File: src/rtl/vcfg_sequencer.sv
// vcfg_sequencer: RVV vsetvli/vsetivli/vsetvl sequencer owning vtype/vl.
// A changed vtype waits for the vector backend to drain; an unchanged vtype commits at once.
module vcfg_sequencer #(
    parameter int VLEN = 4096,
    parameter int ELEN = 64
) (
    input  logic                   clk_i,
    input  logic                   rst_i,
    input  logic                   req_valid_i,
    output logic                   req_ready_o,
    input  logic [31:0]            instr_i,
    input  logic [63:0]            rs1_i,
    input  logic [63:0]            rs2_i,
    input  logic                   vec_busy_i,
    output logic                   resp_valid_o,
    input  logic                   resp_ready_i,
    output logic [63:0]            resp_result_o,
    output logic                   resp_illegal_o,
    output logic [11:0]            vtype_o,
    output logic [$clog2(VLEN):0]  vl_o,
    output logic                   cfg_commit_o
);
    localparam int VLW = $clog2(VLEN) + 1;
    localparam logic [2:0] MAX_VSEW = 3'($clog2(ELEN) - 3);

    typedef enum logic [1:0] {IDLE, DRAIN, RESP} state_e;

    state_e         state_q;
    logic           req_ready_q, resp_valid_q, resp_illegal_q, cfg_commit_q;
    logic [63:0]    resp_result_q;
    logic [11:0]    vtype_q;
    logic [VLW-1:0] vl_q;
    logic [10:0]    src_q;
    logic           bad_q;
    logic [63:0]    avl_q;

    logic           is_vli, is_ivli, is_vl, legal, bad_d;
    logic [10:0]    src_d;
    logic [63:0]    avl_d;
    logic           vill;
    logic [63:0]    vlmax_base, vlmax;
    logic [11:0]    vtype_d;
    logic [VLW-1:0] vl_d;
    logic           unused_rs2;

    assign unused_rs2 = rs2_i[63];

    // The AVL is resolved at capture; vl_o cannot move while a request is in flight.
    always_comb begin
        is_vli  = ~instr_i[31];
        is_ivli = instr_i[31:30] == 2'b11;
        is_vl   = instr_i[31:25] == 7'b1000000;
        legal   = instr_i[6:0] == 7'b1010111 && instr_i[14:12] == 3'b111 && (is_vli || is_ivli || is_vl);
        src_d   = is_vli ? instr_i[30:20] : is_ivli ? {1'b0, instr_i[29:20]} : rs2_i[10:0];
        bad_d   = is_vl && |rs2_i[62:11];
        avl_d   = is_ivli ? 64'(instr_i[19:15]) : |instr_i[19:15] ? rs1_i :
                  |instr_i[11:7] ? '1 : 64'(vl_q);
    end

    always_comb begin
        vill       = bad_q || src_q[2:0] == 3'b100 || src_q[5:3] > MAX_VSEW || src_q[10:9] == 2'b11;
        vlmax_base = 64'(VLEN) >> ({1'b0, src_q[5:3]} + 4'd3);
        vlmax      = src_q[2] ? vlmax_base >> (4'd8 - {1'b0, src_q[2:0]}) : vlmax_base << src_q[1:0];
        vtype_d    = vill ? 12'h800 : {1'b0, src_q};
        vl_d       = vill ? '0 : avl_q < vlmax ? VLW'(avl_q) : VLW'(vlmax);
    end

    always_ff @(posedge clk_i or posedge rst_i) begin
        if (rst_i) begin
            state_q        <= IDLE;
            req_ready_q    <= 1'b1;
            resp_valid_q   <= 1'b0;
            resp_illegal_q <= 1'b0;
            resp_result_q  <= '0;
            cfg_commit_q   <= 1'b0;
            vtype_q        <= 12'h800;
            vl_q           <= '0;
            src_q          <= '0;
            bad_q          <= 1'b0;
            avl_q          <= '0;
        end else begin
            cfg_commit_q <= 1'b0;
            case (state_q)
                IDLE: if (req_valid_i && req_ready_q) begin
                    src_q       <= src_d;
                    bad_q       <= bad_d;
                    avl_q       <= avl_d;
                    req_ready_q <= 1'b0;
                    if (legal) begin
                        state_q <= DRAIN;
                    end else begin
                        state_q        <= RESP;
                        resp_valid_q   <= 1'b1;
                        resp_illegal_q <= 1'b1;
                        resp_result_q  <= '0;
                    end
                end
                DRAIN: if (vtype_d == vtype_q || !vec_busy_i) begin
                    vtype_q        <= vtype_d;
                    vl_q           <= vl_d;
                    cfg_commit_q   <= 1'b1;
                    resp_valid_q   <= 1'b1;
                    resp_illegal_q <= 1'b0;
                    resp_result_q  <= 64'(vl_d);
                    state_q        <= RESP;
                end
                RESP: if (resp_ready_i) begin
                    resp_valid_q <= 1'b0;
                    req_ready_q  <= 1'b1;
                    state_q      <= IDLE;
                end
                default: begin
                    state_q     <= IDLE;
                    req_ready_q <= 1'b1;
                end
            endcase
        end
    end

    assign req_ready_o    = req_ready_q;
    assign resp_valid_o   = resp_valid_q;
    assign resp_illegal_o = resp_illegal_q;
    assign resp_result_o  = resp_result_q;
    assign cfg_commit_o   = cfg_commit_q;
    assign vtype_o        = vtype_q;
    assign vl_o           = vl_q;
endmodule

File: config.mk
export PLATFORM = sky130hd
export DESIGN_NAME = vcfg_sequencer
export DESIGN_NICKNAME = d
export VERILOG_FILES = /design/src/rtl/vcfg_sequencer.sv
export SDC_FILE = /design/constraint.sdc
export NUM_CORES = 1
export LEC_CHECK = 0
export ABC_AREA = 1
export ABC_CLOCK_PERIOD_IN_PS = 5000
export CAP_MARGIN = 20
export CORE_MARGIN = 4
export CORE_UTILIZATION = 46
export DETAILED_ROUTE_END_ITERATION = 6
export PLACE_DENSITY_LB_ADDON = 0.2
export SETUP_SLACK_MARGIN = 0.05
export SYNTH_ARGS = -nofsm -noshare
export SYNTH_HDL_FRONTEND = slang
export SYNTH_SLANG_ARGS = --single-unit
File: constraint.sdc
create_clock -name clk_i -period 5 [get_ports clk_i]
set_clock_uncertainty 0.1 [all_clocks]
set_input_delay 0.75 -clock clk_i [delete_from_list [all_inputs] [get_ports clk_i]]
set_output_delay 0.75 -clock clk_i [all_outputs]
set_load 0.03 [all_outputs]
Word-level counts from Yosys, hierarchy flattened
Index checks and enable logic that the tools add are counted.
W data, S select, Z words.
{"block": "totals", "ff_bits": 171, "output_inout_bits": 93, "wordCells": 86, "in_bits": 165}
{"block": "op_classes", "n_lt_le_gt_ge": 2, "eq_ne": 13, "shifts": 3, "muxes": 30, "n_reduce_logical": 23, "n_bitwise": 2, "add_sub_neg": 2}
{"op": "$mux W64", "n": 7}
{"op": "$pmux W64 S2", "n": 1}
{"op": "$lt A64 B64 Y1", "n": 1}
{"op": "$shl A64 B2 Y64", "n": 1}
{"op": "$shr A13 B4 Y64 const A", "n": 1}
{"op": "$shr A64 B4 Y64", "n": 1}
{"op": "$reduce_or A52 Y1", "n": 1}
{"op": "$mux W13", "n": 2}
{"op": "$mux W11", "n": 2}
{"op": "$eq A7 B7 Y1 const B", "n": 2}
{"op": "$eq A12 B12 Y1", "n": 1}
{"op": "$mux W12", "n": 1}
{"op": "$reduce_or A5 Y1", "n": 2}
{"op": "$mux W1", "n": 9}
{"op": "$mux W2", "n": 4}
{"op": "$ne A2 B2 Y1 const B", "n": 4}
{"op": "$eq A2 B2 Y1 const B", "n": 3}
{"op": "$eq A3 B3 Y1 const B", "n": 2}
{"op": "$logic_or A1 B1 Y1", "n": 6}
{"op": "$pmux W1 S3", "n": 2}
{"op": "$pmux W2 S3", "n": 1}
{"op": "$reduce_and A3 Y1", "n": 2}
{"op": "$reduce_and A5 Y1", "n": 1}
{"op": "$add A3 B2 Y4 const B", "n": 1}
{"op": "12 further kinds", "n": 17}

Logic depth before layout (Yosys ltp)
{"block": "logic_depth", "ltp_word": 9, "depth_mapped": 23, "ltp_nobuf": 22}

Least setup slack after synthesis
No wires, ideal clock.
{"block": "synth_timing", "path_type": "flip-flop to flip-flop", "startpoint": "reg src_q[0]", "endpoint": "reg resp_result_q[8] (netlist: resp_result_o[8])", "path_stages_with_launch": 18, "period_less_slack_ns": 3.339, "slack_ns": 1.661, "required_time_ns": 4.782, "path_buffers": 3, "setup_time_ns": 0.118, "arrival_time_ns": 3.121, "cell_sequence": "dfrtp_1 -> inv_1 -> buf_2 -> ha_1 -> ha_1 -> clkbuf_1 -> nand2_1 -> nand2_1 -> o311ai_0 -> ha_1 -> a21oi_1 -> nand3b_1 -> a21oi_1 -> nor4_4 -> clkbuf_1 -> nand3_1 -> nand4_1 -> nand2_1"}
{"block": "synth_via", "elab_chain_len": 9, "word_cells_on_any_way": 18, "cone_classes": "add/sub (1); order compare (1); eq/ne (3); shift (2); mux (6); reduce/logical (5)"}
{"element": "start, declared", "line": "33", "rtl": "logic [10:0] src_q;"}
{"element": "start signal, assigned", "line": "85", "rtl": "src_q <= src_d;"}
{"element": "branches (longest 9 deep; another with $lt A64 B64 Y1)"}
{"element": "end signal, assigned", "line": "104", "rtl": "resp_result_q <= 64'(vl_d);"}
{"element": "end, declared", "line": "30", "rtl": "logic [63:0] resp_result_q;"}
Several ways; the timed one is not identified. The select of a mux whose other input is x is not followed.
A chain may end at the register's enable or synchronous reset.

Worst setup path after layout
{"block": "layout_timing", "startpoint": "reg src_q[0]", "endpoint": "reg vtype_q[9] (netlist: vtype_o[9])"}
{"block": "layout_via", "elab_chain_len": 8}
{"element": "$eq A3 B3 Y1", "line": "61", "rtl": "vill = bad_q || src_q[2:0] == 3'b100 || src_q[5:3] > MAX_VSEW || src_q[10:9] == 2'b11;"}
{"element": "$logic_or A1 B1 Y1 (3 in a row)", "line": "61"}
{"element": "$mux W12 (*)", "line": "64", "rtl": "vtype_d = vill ? 12'h800 : {1'b0, src_q};"}
{"element": "$eq A12 B12 Y1", "line": "98", "rtl": "DRAIN: if (vtype_d == vtype_q || !vec_busy_i) begin"}
{"element": "$logic_or A1 B1 Y1", "line": "98"}
{"element": "$reduce_and A2 Y1 (no source line)"}
{"element": "end signal, assigned", "line": "99", "rtl": "vtype_q <= vtype_d;"}
{"element": "end, declared", "line": "31", "rtl": "logic [11:0] vtype_q;"}
Every way passes the cells marked *; elsewhere a longest branch is shown, timed or not.

==> results_dict.tcl <==
set metrics [dict create \
    status "complete, no violations" \
    crit_required_ns 5.20 \
    post_drt_wl_per_cell_um 16.6 \
    routabilityCongestion 0.935 \
    synth-simple-area-share 0.264 \
    crit_arrival_ns 4.40 \
    cts_made_buffers 17 \
    max_cap_violations 0 \
    irDropWorstVdd_uv 307 \
    finalNetCount 1253 \
    clk_path_buf_depth 2 \
    clock_power_share 0.263 \
    overflow 0 \
    critPathCaptureType "flip-flop" \
    cts-hold-fix-buffers 0 \
    p_leak_nw 4.48 \
    finalCriticalPeriod_ns 4.20 \
    slew_violations 0 \
    max-slew-margin-rel 0.526 \
    dieArea_um2 17600 \
    fin_ws_ns 0.798 \
    yosys_warnings 0 \
    powerDensity_nw_per_um2 488 \
    synth_xor_area_frac 0.0123 \
    p_int_w 0.00280 \
    synth_top_family_by_area "simple AND/OR/NAND/NOR gates" \
    setup_viol 0 \
    finalHoldViolCount 0 \
    grt_start_max_net_pins 65 \
    die_w_um 133 \
    grt_use_total 0.238 \
    routed_wirelength_um 21100 \
    synthMuxAreaShare 0 \
    pwr-share-seq 0.310 \
    crit_path_max_fanout 28 \
    synth.cell_area_um2 7140 \
    yosysUniqueCellTypes 46 \
    fmax_mhz 238 \
    synth-edff-count 0 \
    swShare 0.406 \
    syn_inst 885 \
    numPortBuffers 205 \
    hold_path.class "flip-flop to flip-flop" \
    num_antenna_cells 0 \
    synth_compound_area_frac 0.144 \
    tns_ns 0 \
    ys_ff_latch 120 \
    postSynth.asyncResetShare 1.00 \
    cts.clk_slew.worst_paths_ns 0.06 \
    grt_pass1_wl_um 33600 \
    synth-seq-area-share 0.421 \
    start_util 0.470 \
    drtPass1Iterations 5 \
    dr_total_vias 6778 \
    dp_hpwl_um 15500 \
    drive_gt1_frac 0.0702 \
    comb_power_share 0.427 \
    grt_setup_unrepaired "false" \
    drc 0 \
    num_rows 45 \
    drt_iter0_drc 397 \
    min_period_over_period 0.840 \
    yosys.area_share.adder 0.0298 \
    fillers 1346 \
    crit_slowest_cell "dfrtp_1" \
    cts.sinks 120 \
    path_cells "inv_1, ha_1, ha_1, nor2_1, nand3_4, inv_2, nand2_1, xor2_1, nand2_1, nor3_1, nand3_1, nand2_2, inv_2, nor2_8, inv_4, nand2_1, o21ai_0" \
    die_h_um 133 \
    vias_per_cell 5.34 \
    syn2layout_area_growth_pct 35.5 \
    critical_path_class "flip-flop to flip-flop" \
    critical_path.most_common_cell "nand2_1" \
    tritoncts "yes" \
    worst_setup_path_start_kind "flip-flop" \
    synth_ff_type "dfrtp_1" \
    drtAntennaViolNets 0 \
    pin_count 258 \
    pre_cts_ws_ns 0.901 \
    htreeDepth 4 \
    cts_setup_buffers 0 \
    avgSynthCellArea_um2 8.07 \
    crit_path_max_incr_delay_ns 0.58 \
    clk_latency_ns 0.42 \
    clockRootBuffer "clkbuf_16" \
    tightestPinTransition_ns 0.711 \
    post_cts_resized 0 \
    antenna_found_initial 0 \
    core_area_um2 15200 \
    netSwitchingPower_w 0.00192 \
    grt_pass1_vias 6679 \
]
[path summary, 6_finish.rpt]
| kind | start | endpoint | slack (ns) | depth (start not counted) |
|---|---|---|---|---|
| worst max register to register | src_q[0]$_DFFE_PP0P_ | vtype_o[9]$_DFFE_PP0P_ | 0.80 | 17 |
| max in group asynchronous | rst_i | vl_o[3]$_DFFE_PP0P_ | 3.25 | 3 |
| worst min-delay path | avl_q[41]$_DFFE_PP0P_ | avl_q[41]$_DFFE_PP0P_ | 0.38 | 2 |
| min in group asynchronous | rst_i | state_q[1]$_DFFE_PP0P_ | 0.60 | 2 |
| worst min register to register | avl_q[41]$_DFFE_PP0P_ | avl_q[41]$_DFFE_PP0P_ | 0.38 | 2 |
| worst max-delay path | src_q[0]$_DFFE_PP0P_ | vtype_o[9]$_DFFE_PP0P_ | 0.80 | 17 |
[power by group through the flow]
stage	registers [W]	logic [W]	clock network, W
floorplan	0.00141	0.00156	0
global placement	0.00147	0.00196	0
detailed placement	0.00147	0.00199	0
CTS	0.00146	0.00201	0.00126
global route	0.00150	0.00230	0.00130
finish	0.00146	0.00202	0.00124
[through the flow]
| stage | area (um2) | instances | utilization | power, W | hold WS [ns] |
|---|---|---|---|---|---|
| 3_3_place_gp | 9080 | 1240 | 0.597 | 0.00343 | 0.363 |
| 3_5_place_dp | 9080 | 1240 | 0.597 | 0.00346 | 0.367 |
| 5_1_grt | 9670 | 1270 | 0.636 | 0.00509 | 0.389 |
| 2_1_floorplan | 7330 | 935 | - | 0.00297 | 0.350 |
| 4_1_cts | 9670 | 1270 | 0.636 | 0.00473 | 0.382 |
| 6_report | 9670 | 1270 | 0.636 | 0.00472 | 0.379 |
[flip-flops by register name (all words and copies together) (netlist names)]
register,count
avl_q,64
bad_q,1
cfg_commit_o,1
req_ready_o,1
resp_illegal_o,1
resp_result_o,13
resp_valid_o,1
src_q,11
state_q,2
vl_o,13
vtype_o,12
[layer usage]
| metal | global-route usage | part of all wire | vias up |
|---|---|---|---|
| met5 | 0 | 0 | - |
| met4 | 0.0722 | 0.018 | 0 |
| met3 | 0.0665 | 0.067 | 29 |
| met2 | 0.408 | 0.50 | 243 |
| met1 | 0.293 | 0.42 | 3203 |
| li1 | - | - | 3303 |
[placed cells by master (no fill, tap or decap), types with 15 or more instances in the layout]
cell type,n
nand2_1,222
inv_1,62
nand4_1,38
clkbuf_16,17
clkdlybuf4s50_1,205
nor4_1,24
nor2_1,36
nand3_1,45
nand2_2,15
conb_1,51
dfrtp_1,118
ha_1,17
o21ai_0,58
o211ai_1,55
[cell usage after synthesis (10+ instances only)]
cell type  count  area, um2
o21ai_0       58        290
nand2_2       15       93.8
o211ai_1      55        413
nand3_1       46        230
nor4_1        24        150
dfrtp_1      118       2950
a21oi_1       12       60.1
nand4_1       38        238
nand2_1      222        833
ha_1          17        213
nor3_1        10       50.1
nor2_1        36        135
o221ai_1      13        114
clkbuf_1      24       90.1
buf_2         12       60.1
o22ai_1       10       62.6
buf_4         54        405
inv_1         63        236
[cell families after synthesis]
kind of cell,after synthesis
and+or+nand+nor,407
DFF,120
xor gates and xnor gates,10
adders and majority gates,17
buffers and inverters,170
other,1
AOI/OAI and AO/OA,160
[area by class of cell]
type,count,area [um2],area share
clock buffers,19,443,0.0458
clock inverters,11,150,0.0155
inverters,71,274,0.0283
multi-input cells,645,3430,0.355
flip-flops and latches,120,3010,0.311
well taps,188,235,0.0243
repair buffers,216,2130,0.221
[worst max-delay path: cells and delay by family (launching register included)]
kind | cells | cell delay (ns)
AND/OR/NAND/NOR | 9 | 1.58
buffers and inverters | 4 | 1.07
flip-flops | 1 | 0.58
adder cells (fa/ha/maj) | 2 | 0.48
XOR/XNOR | 1 | 0.16
AO/OA/AOI/OAI | 1 | 0.08
Note: power is estimated with default switching activity, not from simulation.
